### config.mk
export PLATFORM = sky130hd
export DESIGN_NAME = score_video_decoder
export DESIGN_NICKNAME = d
export VERILOG_FILES = /design/src/rtl/score_video_decoder.sv
export SDC_FILE = /design/constraint.sdc
export NUM_CORES = 1
export LEC_CHECK = 0
export BUFFER_PORTS_ARGS = -buffer_cell sky130_fd_sc_hd__buf_4
export CORE_ASPECT_RATIO = 1.5
export CORE_MARGIN = 2
export CORE_UTILIZATION = 35
export CTS_BUF_LIST = sky130_fd_sc_hd__clkbuf_8 sky130_fd_sc_hd__clkbuf_16
export CTS_CLUSTER_SIZE = 28
export DETAILED_ROUTE_END_ITERATION = 6
export GPL_ROUTABILITY_DRIVEN = 0
export GPL_TIMING_DRIVEN = 1
export PLACE_DENSITY_LB_ADDON = 0.05
export SYNTH_ARGS = -nofsm -noshare
export SYNTH_HDL_FRONTEND = slang
export SYNTH_SLANG_ARGS = --single-unit
### constraint.sdc
create_clock -name clk_sys -period 2.7 [get_ports clk_sys]
set_input_delay 0.54 -clock clk_sys [delete_from_list [all_inputs] [get_ports clk_sys]]
set_output_delay 0.54 -clock clk_sys [all_outputs]
set_load 0.02 [all_outputs]
### src/rtl/score_video_decoder.sv
`default_nettype none
// ============================================================================
// Module   : score_video_decoder
// Purpose  : Recovers two 2-digit BCD scores from a 7-segment score video
//            stream. Each segment is sampled at a fixed screen position.
//            Digits are decoded once per frame. A frame is committed only if
//            it decodes cleanly.
// Options  : SCORE_DECODE_DEBOUNCE_EN - when defined, a frame commits only
//            if it agrees with the previously accepted frame.
// Revision : 1.0 - initial release
// ============================================================================
module score_video_decoder #(
    parameter logic [8:0] X_P1T      = 9'd128,
    parameter logic [8:0] X_P1O      = 9'd160,
    parameter logic [8:0] X_P2T      = 9'd320,
    parameter logic [8:0] X_P2O      = 9'd352,
    parameter logic [7:0] Y_TOP      = 8'd32,
    parameter logic [7:0] FRAME_LINE = 8'd248
) (
    input  logic       clk_sys,
    input  logic       reset,
    input  logic       ce,
    input  logic [8:0] hcnt,
    input  logic [7:0] vcnt,
    input  logic       score,
    output logic [7:0] p1_score,
    output logic [7:0] p2_score,
    output logic       valid,
    output logic       upd
);

    localparam logic [1:0] S_IDLE    = 2'd0;
    localparam logic [1:0] S_CAPTURE = 2'd1;
    localparam logic [1:0] S_DECODE  = 2'd2;
    localparam logic [1:0] S_COMMIT  = 2'd3;

    // Horizontal origin of digit cell d (0=P1 tens, 1=P1 ones, 2=P2 tens, 3=P2 ones)
    function automatic logic [8:0] cell_x(input int d);
        case (d)
            0:       return X_P1T;
            1:       return X_P1O;
            2:       return X_P2T;
            default: return X_P2O;
        endcase
    endfunction

    // Sample offsets inside a 16x32 cell, segment order a,b,c,d,e,f,g
    function automatic logic [8:0] seg_dx(input int s);
        case (s)
            0:       return 9'd8;
            1:       return 9'd14;
            2:       return 9'd14;
            3:       return 9'd8;
            4:       return 9'd2;
            5:       return 9'd2;
            default: return 9'd8;
        endcase
    endfunction

    function automatic logic [7:0] seg_dy(input int s);
        case (s)
            0:       return 8'd2;
            1:       return 8'd8;
            2:       return 8'd24;
            3:       return 8'd30;
            4:       return 8'd24;
            5:       return 8'd8;
            default: return 8'd16;
        endcase
    endfunction

    // Segment pattern {g,f,e,d,c,b,a} to digit; blank -> F, anything odd -> E
    function automatic logic [3:0] seg_decode(input logic [6:0] seg);
        case (seg)
            7'h3F:   return 4'h0;
            7'h06:   return 4'h1;
            7'h5B:   return 4'h2;
            7'h4F:   return 4'h3;
            7'h66:   return 4'h4;
            7'h6D:   return 4'h5;
            7'h7D:   return 4'h6;
            7'h07:   return 4'h7;
            7'h7F:   return 4'h8;
            7'h6F:   return 4'h9;
            7'h00:   return 4'hF;
            default: return 4'hE;
        endcase
    endfunction

    logic [1:0]  r_state;
    logic [1:0]  r_dec_idx;
    logic [27:0] r_shadow;
    logic [27:0] r_snap;
    logic [3:0]  r_dig [4];
    logic [7:0]  r_p1_score;
    logic [7:0]  r_p2_score;
    logic        r_valid;
    logic        r_upd;

    logic [27:0] w_hit;
    logic        w_frame_end;
    logic [6:0]  w_dec_seg;
    logic [3:0]  w_p1t;
    logic [3:0]  w_p2t;
    logic [7:0]  w_new_p1;
    logic [7:0]  w_new_p2;
    logic        w_reject;
    logic        w_commit_ok;

    // One comparator per segment sample point; bit index = digit*7 + segment
    generate
        for (genvar d = 0; d < 4; d++) begin : g_digit
            for (genvar s = 0; s < 7; s++) begin : g_seg
                localparam logic [8:0] C_PX = cell_x(d) + seg_dx(s);
                localparam logic [7:0] C_PY = Y_TOP + seg_dy(s);
                assign w_hit[d*7+s] = (hcnt == C_PX) && (vcnt == C_PY);
            end
        end
    endgenerate

    assign w_frame_end = ce && (hcnt == 9'd0) && (vcnt == FRAME_LINE);

    // Latch lit/unlit at each sample point; snapshot and clear at frame end
    always_ff @(posedge clk_sys) begin
        if (reset) begin
            r_shadow <= '0;
            r_snap   <= '0;
        end else if ((r_state == S_CAPTURE) && w_frame_end) begin
            r_snap   <= r_shadow;
            r_shadow <= '0;
        end else if (ce) begin
            r_shadow <= (r_shadow & ~w_hit) | ({28{score}} & w_hit);
        end
    end

    // Select the segment group of the digit currently being decoded
    always_comb begin
        w_dec_seg = r_snap[6:0];
        case (r_dec_idx)
            2'd1:    w_dec_seg = r_snap[13:7];
            2'd2:    w_dec_seg = r_snap[20:14];
            2'd3:    w_dec_seg = r_snap[27:21];
            default: w_dec_seg = r_snap[6:0];
        endcase
    end

    // Blank tens read as zero; bad segments or a blank ones digit spoil the frame
    always_comb begin
        w_p1t    = (r_dig[0] == 4'hF) ? 4'h0 : r_dig[0];
        w_p2t    = (r_dig[2] == 4'hF) ? 4'h0 : r_dig[2];
        w_new_p1 = {w_p1t, r_dig[1]};
        w_new_p2 = {w_p2t, r_dig[3]};
        w_reject = (r_dig[0] == 4'hE) || (r_dig[1] == 4'hE) ||
                   (r_dig[2] == 4'hE) || (r_dig[3] == 4'hE) ||
                   (r_dig[1] == 4'hF) || (r_dig[3] == 4'hF);
    end

`ifdef SCORE_DECODE_DEBOUNCE_EN
    logic [15:0] r_cand;
    logic        r_cand_ok;

    // Remember the last accepted frame so the next one can confirm it
    always_ff @(posedge clk_sys) begin
        if (reset) begin
            r_cand    <= '0;
            r_cand_ok <= 1'b0;
        end else if ((r_state == S_COMMIT) && !w_reject) begin
            r_cand    <= {w_new_p1, w_new_p2};
            r_cand_ok <= 1'b1;
        end
    end

    assign w_commit_ok = !w_reject && r_cand_ok && (r_cand == {w_new_p1, w_new_p2});
`else
    assign w_commit_ok = !w_reject;
`endif

    // Frame FSM: capture, decode one digit per clock, then commit
    always_ff @(posedge clk_sys) begin
        if (reset) begin
            r_state    <= S_IDLE;
            r_dec_idx  <= 2'd0;
            r_p1_score <= 8'h00;
            r_p2_score <= 8'h00;
            r_valid    <= 1'b0;
            r_upd      <= 1'b0;
            for (int i = 0; i < 4; i++) r_dig[i] <= 4'h0;
        end else begin
            r_upd <= 1'b0;
            case (r_state)
                S_IDLE: begin
                    if (ce) r_state <= S_CAPTURE;
                end
                S_CAPTURE: begin
                    if (w_frame_end) begin
                        r_state   <= S_DECODE;
                        r_dec_idx <= 2'd0;
                    end
                end
                S_DECODE: begin
                    r_dig[r_dec_idx] <= seg_decode(w_dec_seg);
                    r_dec_idx        <= r_dec_idx + 2'd1;
                    if (r_dec_idx == 2'd3) r_state <= S_COMMIT;
                end
                S_COMMIT: begin
                    r_state <= S_CAPTURE;
                    if (w_commit_ok) begin
                        r_p1_score <= w_new_p1;
                        r_p2_score <= w_new_p2;
                        r_valid    <= 1'b1;
                        r_upd      <= ({w_new_p1, w_new_p2} != {r_p1_score, r_p2_score});
                    end
                end
                default: r_state <= S_IDLE;
            endcase
        end
    end

    assign p1_score = r_p1_score;
    assign p2_score = r_p2_score;
    assign valid    = r_valid;
    assign upd      = r_upd;

endmodule
`default_nettype wire
==> impl_metrics.csv, run 1 <==
group,metric,value,unit
layout,drive_gt1_frac,0.1600,
run,drv_cap,0,
critical_path,r2r-start,"r_dec_idx[0]",
critical_path,critPathCapture,"r_dig[2][3]",
critical_path,cp_max_fo,7,
layout,nFillCells,1299,
power,power.leakage,1.892,nW
global_route,grt_max_degree,39,
sta,finClkSkew,0.005078,ns
critical_path,startpoint_type,"register",
layout,layout.cells.most_common,"nand2_1",
critical_path,worstSetupPathDepth,8,
critical_path,crit_type,"reg2reg",
route,via_per_inst,5.168,
layout,mostFrequentLayoutCells,"nand2_1 (124), dfxtp_1 (77), a21oi_1 (72), nor2_1 (54), buf_4 (54)",
layout,final_cells,756,
synth,synth-edff-count,16,
die,fp.coreArea,12510,um2
sta,period_minus_slack,2.534,ns
sta,max_freq,0.3946,GHz
layout,num_antenna_cells,0,
clock_tree,ctsLongestPathBuffers,2,
critical_path,r2r_cells,8,
synth,ys_seq_area_frac,0.4533,
synth,synth_ff_type,"dfxtp_1",
clock_tree,clk_latency,0.34,ns
synth,synth.largest_area_cell,"dfxtp_1",
die,io_pins,39,
die,start_util,0.3600,
synth,synth_top_cells_by_area,"dfxtp_1 (35%), edfxtp_1 (11%), nand2_1 (10%), a21oi_1 (8.0%), nor2_1 (4.5%)",
global_route,grt.overflow.total,0,
sta,tns,0,ns
route,drt_iter0_drc,154,
power,ir_drop,0.3325,mV
synth,ys_types,55,
hold_path,worstHoldPathType,"reg2reg",
die,core.rowCount,50,
layout,fin_util,0.4294,
power,clkPwrFrac,0.376,
critical_path,rrSetupSlack,0.17,ns
route,dr.pass1.iters,4,
global_route,antenna_found_initial,0,
critical_path,crit_chain,"inv_1 > ha_2 > a222oi_1 > mux2i_2 > or3_1 > a211oi_2 > o31a_1 > nor2_1",
global_route,grt_pass1_wl,18800,um
clock_tree,cts_tree,"done",
power,seqPwrFrac,0.440,
clock_tree,cts_buffers,9,
global_route,track_usage,0.1691,
sta,drv_slew,0,
sta,worst_pin_slew,0.7264,ns
clock_tree,cts_htree_levels,3,
synth,syn_inst,553,
critical_path,worstPathRequired,2.79,ns
place,io_buffers,38,
synth,syn-num-nets,583,
clock_tree,clkTransAtPathRegs,0.06,ns
synth,synthArstFlopShare,0,
sta,hold_viol,0,
run_status,outcome,"complete, no violations",
power,p_int,2.547,mW
clock_tree,root_buffer,"clkbuf_16",
synth,synth.cell_area,4504,um2
synth,synth_top_area_frac,0.3467,
power,switchingPower,1.013,mW
synth,yosysWarningCount,0,
route,vias,3907,
place,dpl.hpwl,8745,um
critical_path,cp_slowest_cell,"or3_1",
sta,fin_crit_sh,0.9386,
layout,syn_to_final_growth,19.28,%
sta,rsz0062_at_grt,"false",
critical_path,cp_top_family,"compound AO/OA/AOI/OAI gates",
layout,multi_input_area,2338,um2
critical_path,critPathBufInv,1,
synth,syn_area_per_cell,8.145,um2
place,dp.cells,738,
die,die_h,142.9,um
route,antenna_left,0,
critical_path,slowest_delay,0.42,ns
sta,finalSetupViolCount,0,
route,routedWlPerCell,15.17,um
route,drc,0,
layout,seq_area,2043,um2
critical_path,timing.rr.end,"r_dig[2][3]",
power,switching_share,0.2845,
power,p_total,3.560,mW
clock_tree,cts_sinks,94,
route,wl,11470,um
place,placed_area,5015,um2
layout,stdcell_area,5373,um2
power,powerDensity,662.6,nW/um2
critical_path,startpoint,"r_dec_idx[0]",
power,combPwrFrac,0.185,
synth,ys_ff_latch,94,
die,floorplan.die_area,13810,um2
critical_path,critPathArrivalTime,2.63,ns
critical_path,worst_setup_path_end_kind,"register",
die,die_w,96.63,um
global_route,grt_pass1_vias,3784,
layout,nets,625,
sta,slew_headroom,0.5158,
-- stage by stage --
step,setup WS (ns),hold slack (ns)
after floorplan,0.2675,0.4312
after global placement,0.08346,0.4445
after detailed placement,0.05760,0.4443
after CTS,0.01379,0.4523
after global routing,0.01768,0.4755
final,0.1658,0.4518
-- area by class of cell --
cell class / count / area share
Clock buffer: 10 / 0.04658
Clock inverter: 6 / 0.01258
Inverter: 14 / 0.009781
Multi-Input combinational cell: 421 / 0.4353
Sequential cell: 94 / 0.3803
Tap cell: 156 / 0.03633
Timing Repair Buffer: 55 / 0.07918
-- power by group through the flow --
stage          sequential [mW]  clock, mW  combinational (mW)
6_report                  1.57       1.34               0.657
5_1_grt                   1.58       1.43               0.730
4_1_cts                   1.56       1.38               0.654
3_5_place_dp              1.60          0               0.650
3_3_place_gp              1.59          0               0.636
2_1_floorplan             1.60          0               0.440
-- layer usage --
layer,global-route usage,share of wire,vias to the layer above
li1,-,-,2019
met1,0.1686,0.39,1800
met2,0.3395,0.55,71
met3,0.02986,0.030,17
met4,0.06968,0.023,0
met5,0,0,-
-- logic make-up after synthesis --
family / after synthesis / synth area share
and+or+nand+nor: 258 / 0.2572
AOI/OAI and AO/OA: 127 / 0.1706
DFF: 94 / 0.4533
buffers and inverters: 38 / 0.03417
xor gates and xnor gates: 14 / 0.02722
muxes: 13 / 0.03250
adders and majority gates: 9 / 0.02500
-- worst min-delay path by stage --
| stage | startpoint | endpoint | slack [ns] | cells past startpoint |
|---|---|---|---|---|
| CTS | r_snap[26] | r_snap[26] | 0.45 | 2 |
| floorplan | r_snap[21] | r_snap[21] | 0.43 | 2 |
| detailed placement | r_snap[26] | r_snap[26] | 0.44 | 2 |
| finish | r_snap[1] | r_snap[1] | 0.45 | 2 |
| global route | r_snap[1] | r_snap[1] | 0.48 | 2 |
| global placement | r_snap[0] | r_snap[0] | 0.44 | 2 |
-- cell usage after synthesis (2+ instances only) --
library cell and instances:
nand2_1 124, dfxtp_1 78, a21oi_1 72, nor2_1 54
nand3_1 28, o21ai_0 26, clkbuf_1 17, edfxtp_1 16
inv_1 14, xor2_1 12, nor3_1 10, ha_1 9
mux2i_1 9, nand4_1 7, buf_2 6, nand2b_1 6
a22oi_1 5, nor4_1 5, a222oi_1 4, and3_1 3
mux2_4 3, nand3b_1 3, nor4b_1 3, or3_1 3
a21o_1 2, a31o_2 2, a32oi_1 2, o221ai_1 2
xnor2_1 2
-- worst reg2reg max path: stages, from the launching register on --
cell and delay, ns:
dfxtp_2 0.36, inv_1 0.10, ha_2 0.25, a222oi_1 0.38, mux2i_2 0.20, or3_1 0.42, a211oi_2 0.25, o31a_1 0.26
nor2_1 0.07
-- repair_timing --
| action | 4_1_cts | 5_1_grt |
|---|---|---|
| endpoints found under the setup margin | 0 | 16 |
| buffers inserted | 0 | 2 |
| hold buffers | 0 | 0 |
| resized for setup | 0 | 9 |
Note: power is estimated with default switching activity, not from simulation.
==> inputs of run 2 (changes only) <==
--- a/config.mk
+++ b/config.mk
@@ -15,6 +15,7 @@
 export GPL_ROUTABILITY_DRIVEN = 0
 export GPL_TIMING_DRIVEN = 1
 export PLACE_DENSITY_LB_ADDON = 0.05
+export RECOVER_POWER = 25
 export SYNTH_ARGS = -nofsm -noshare
 export SYNTH_HDL_FRONTEND = slang
 export SYNTH_SLANG_ARGS = --single-unit
==> impl_metrics.csv, run 2 (synthesis gave the netlist of run 1 again) <==
group,metric,value,unit
route,via_per_inst,5.176,
sta,period_minus_slack,2.531,ns
hold_path,worstHoldPathType,"reg2reg",
critical_path,critPathArrivalTime,2.62,ns
power,p_total,3.548,mW
global_route,grt_max_degree,39,
sta,drv_slew,0,
die,core.rowCount,50,
clock_tree,ctsHoldBuffers,0,
global_route,track_usage,0.1691,
critical_path,crit_type,"reg2reg",
layout,stdcell_area,5305,um2
die,die_w,96.63,um
die,start_util,0.3600,
sta,max_freq,0.3952,GHz
layout,fin_util,0.4240,
layout,layout.cells.most_common,"nand2_1",
clock_tree,root_buffer,"clkbuf_16",
global_route,grt_pass1_wl,18800,um
route,routedWlPerCell,15.21,um
power,power.leakage,1.814,nW
route,antenna_left,0,
clock_tree,cts_tree,"done",
route,drc,0,
layout,num_antenna_cells,0,
sta,layout_setup_ws,0.1694,ns
layout,mostFrequentLayoutCells,"nand2_1 (124), dfxtp_1 (77), a21oi_1 (72), nor2_1 (54), buf_4 (36)",
clock_tree,cts_sinks,94,
run,drv_cap,0,
place,dp.cells,738,
global_route,grt_most_used_layer,"met2",
clock_tree,cts_htree_levels,3,
clock_tree,clkTransAtPathRegs,0.06,ns
place,io_buffers,38,
global_route,grt_pass1_vias,3784,
sta,finClkSkew,0.004424,ns
run_status,outcome,"complete, no violations",
clock_tree,ctsLongestPathBuffers,2,
global_route,use_met3,0.02986,
clock_tree,clk_latency,0.34,ns
global_route,met2_usage,0.3395,
sta,finalSetupViolCount,0,
route,vias,3913,
global_route,antenna_found_initial,0,
global_route,grt.overflow.total,0,
die,io_pins,39,
layout,final_cells,756,
sta,worst_pin_slew,0.7213,ns
sta,hold_ws,0.4518,ns
critical_path,worst_setup_path_end_kind,"register",
sta,rsz0062_at_grt,"false",
critical_path,startpoint_type,"register",
layout,syn_to_final_growth,17.78,%
critical_path,cp_max_fo,7,
die,floorplan.die_area,13810,um2
die,die_h,142.9,um
die,fp.coreArea,12510,um2
layout,nets,625,
sta,hold_viol,0,
clock_tree,cts_buffers,9,
sta,fin_crit_sh,0.9373,
critical_path,worstPathRequired,2.79,ns
power,powerDensity,668.8,nW/um2
place,placed_area,5015,um2
layout,drive_gt1_frac,0.1267,
sta,tns,0,ns
sta,slew_headroom,0.5192,
global_route,grt_util_met1,0.1686,
route,drt_iter0_drc,151,
route,dr.pass1.iters,4,
place,dpl.hpwl,8745,um
route,wl,11500,um
place,dp_slack,0.05760,ns
power,ir_drop,0.3319,mV
-- run 2: cell count changes in the layout (fill, tap and decap cells not counted), sizes merged --
cell    change
buf        -18
clkbuf     +18
-- run 2: final cells by class --
type	instances	area, um2
clock inverter	6	67.56
multi-input combinational	421	2338
inverter	14	52.55
tap	156	195.2
fill	1325	7207
clock buffer	10	250.2
timing repair buffer	55	357.8
sequential	94	2043
-- run 2: where the power goes --
| group | internal (mW) | switching, mW | leakage [nW] | total (mW) |
|---|---|---|---|---|
| sequential | 1.50 | 0.0687 | 0.794 | 1.56 |
| combinational | 0.260 | 0.385 | 0.864 | 0.645 |
| clock | 0.779 | 0.559 | 0.156 | 1.34 |
| total | 2.53 | 1.01 | 1.81 | 3.55 |
-- run 2: path summary, 6_finish.rpt --
check                                  start           to  slack, ns  cells after the start
worst max-delay path            r_dec_idx[0]  r_dig[2][3]       0.17                      8
worst min-delay path               r_snap[1]    r_snap[1]       0.45                      2
worst max register to register  r_dec_idx[0]  r_dig[2][3]       0.17                      8
worst min register to register     r_snap[1]    r_snap[1]       0.45                      2
-- run 2: repair_timing --
item                                    in CTS  in global routing
buffers inserted                             0                  2
endpoints found under the setup margin       0                 16
resized for setup                            0                  9
-- run 2: per-layer routing --
layer | share of wire | vias to the layer above
met5 | 0 | -
met4 | 0.023 | 0
met3 | 0.030 | 17
met2 | 0.55 | 65
met1 | 0.40 | 1809
li1 | - | 2022
-- run 2: worst max-delay path: stages (launching register included) --
cell and delay (ns):
dfxtp_2 0.36, inv_1 0.10, ha_2 0.25, a222oi_1 0.38
mux2i_2 0.20, or3_1 0.42, a211oi_2 0.25, o31a_1 0.26
nor2_1 0.07
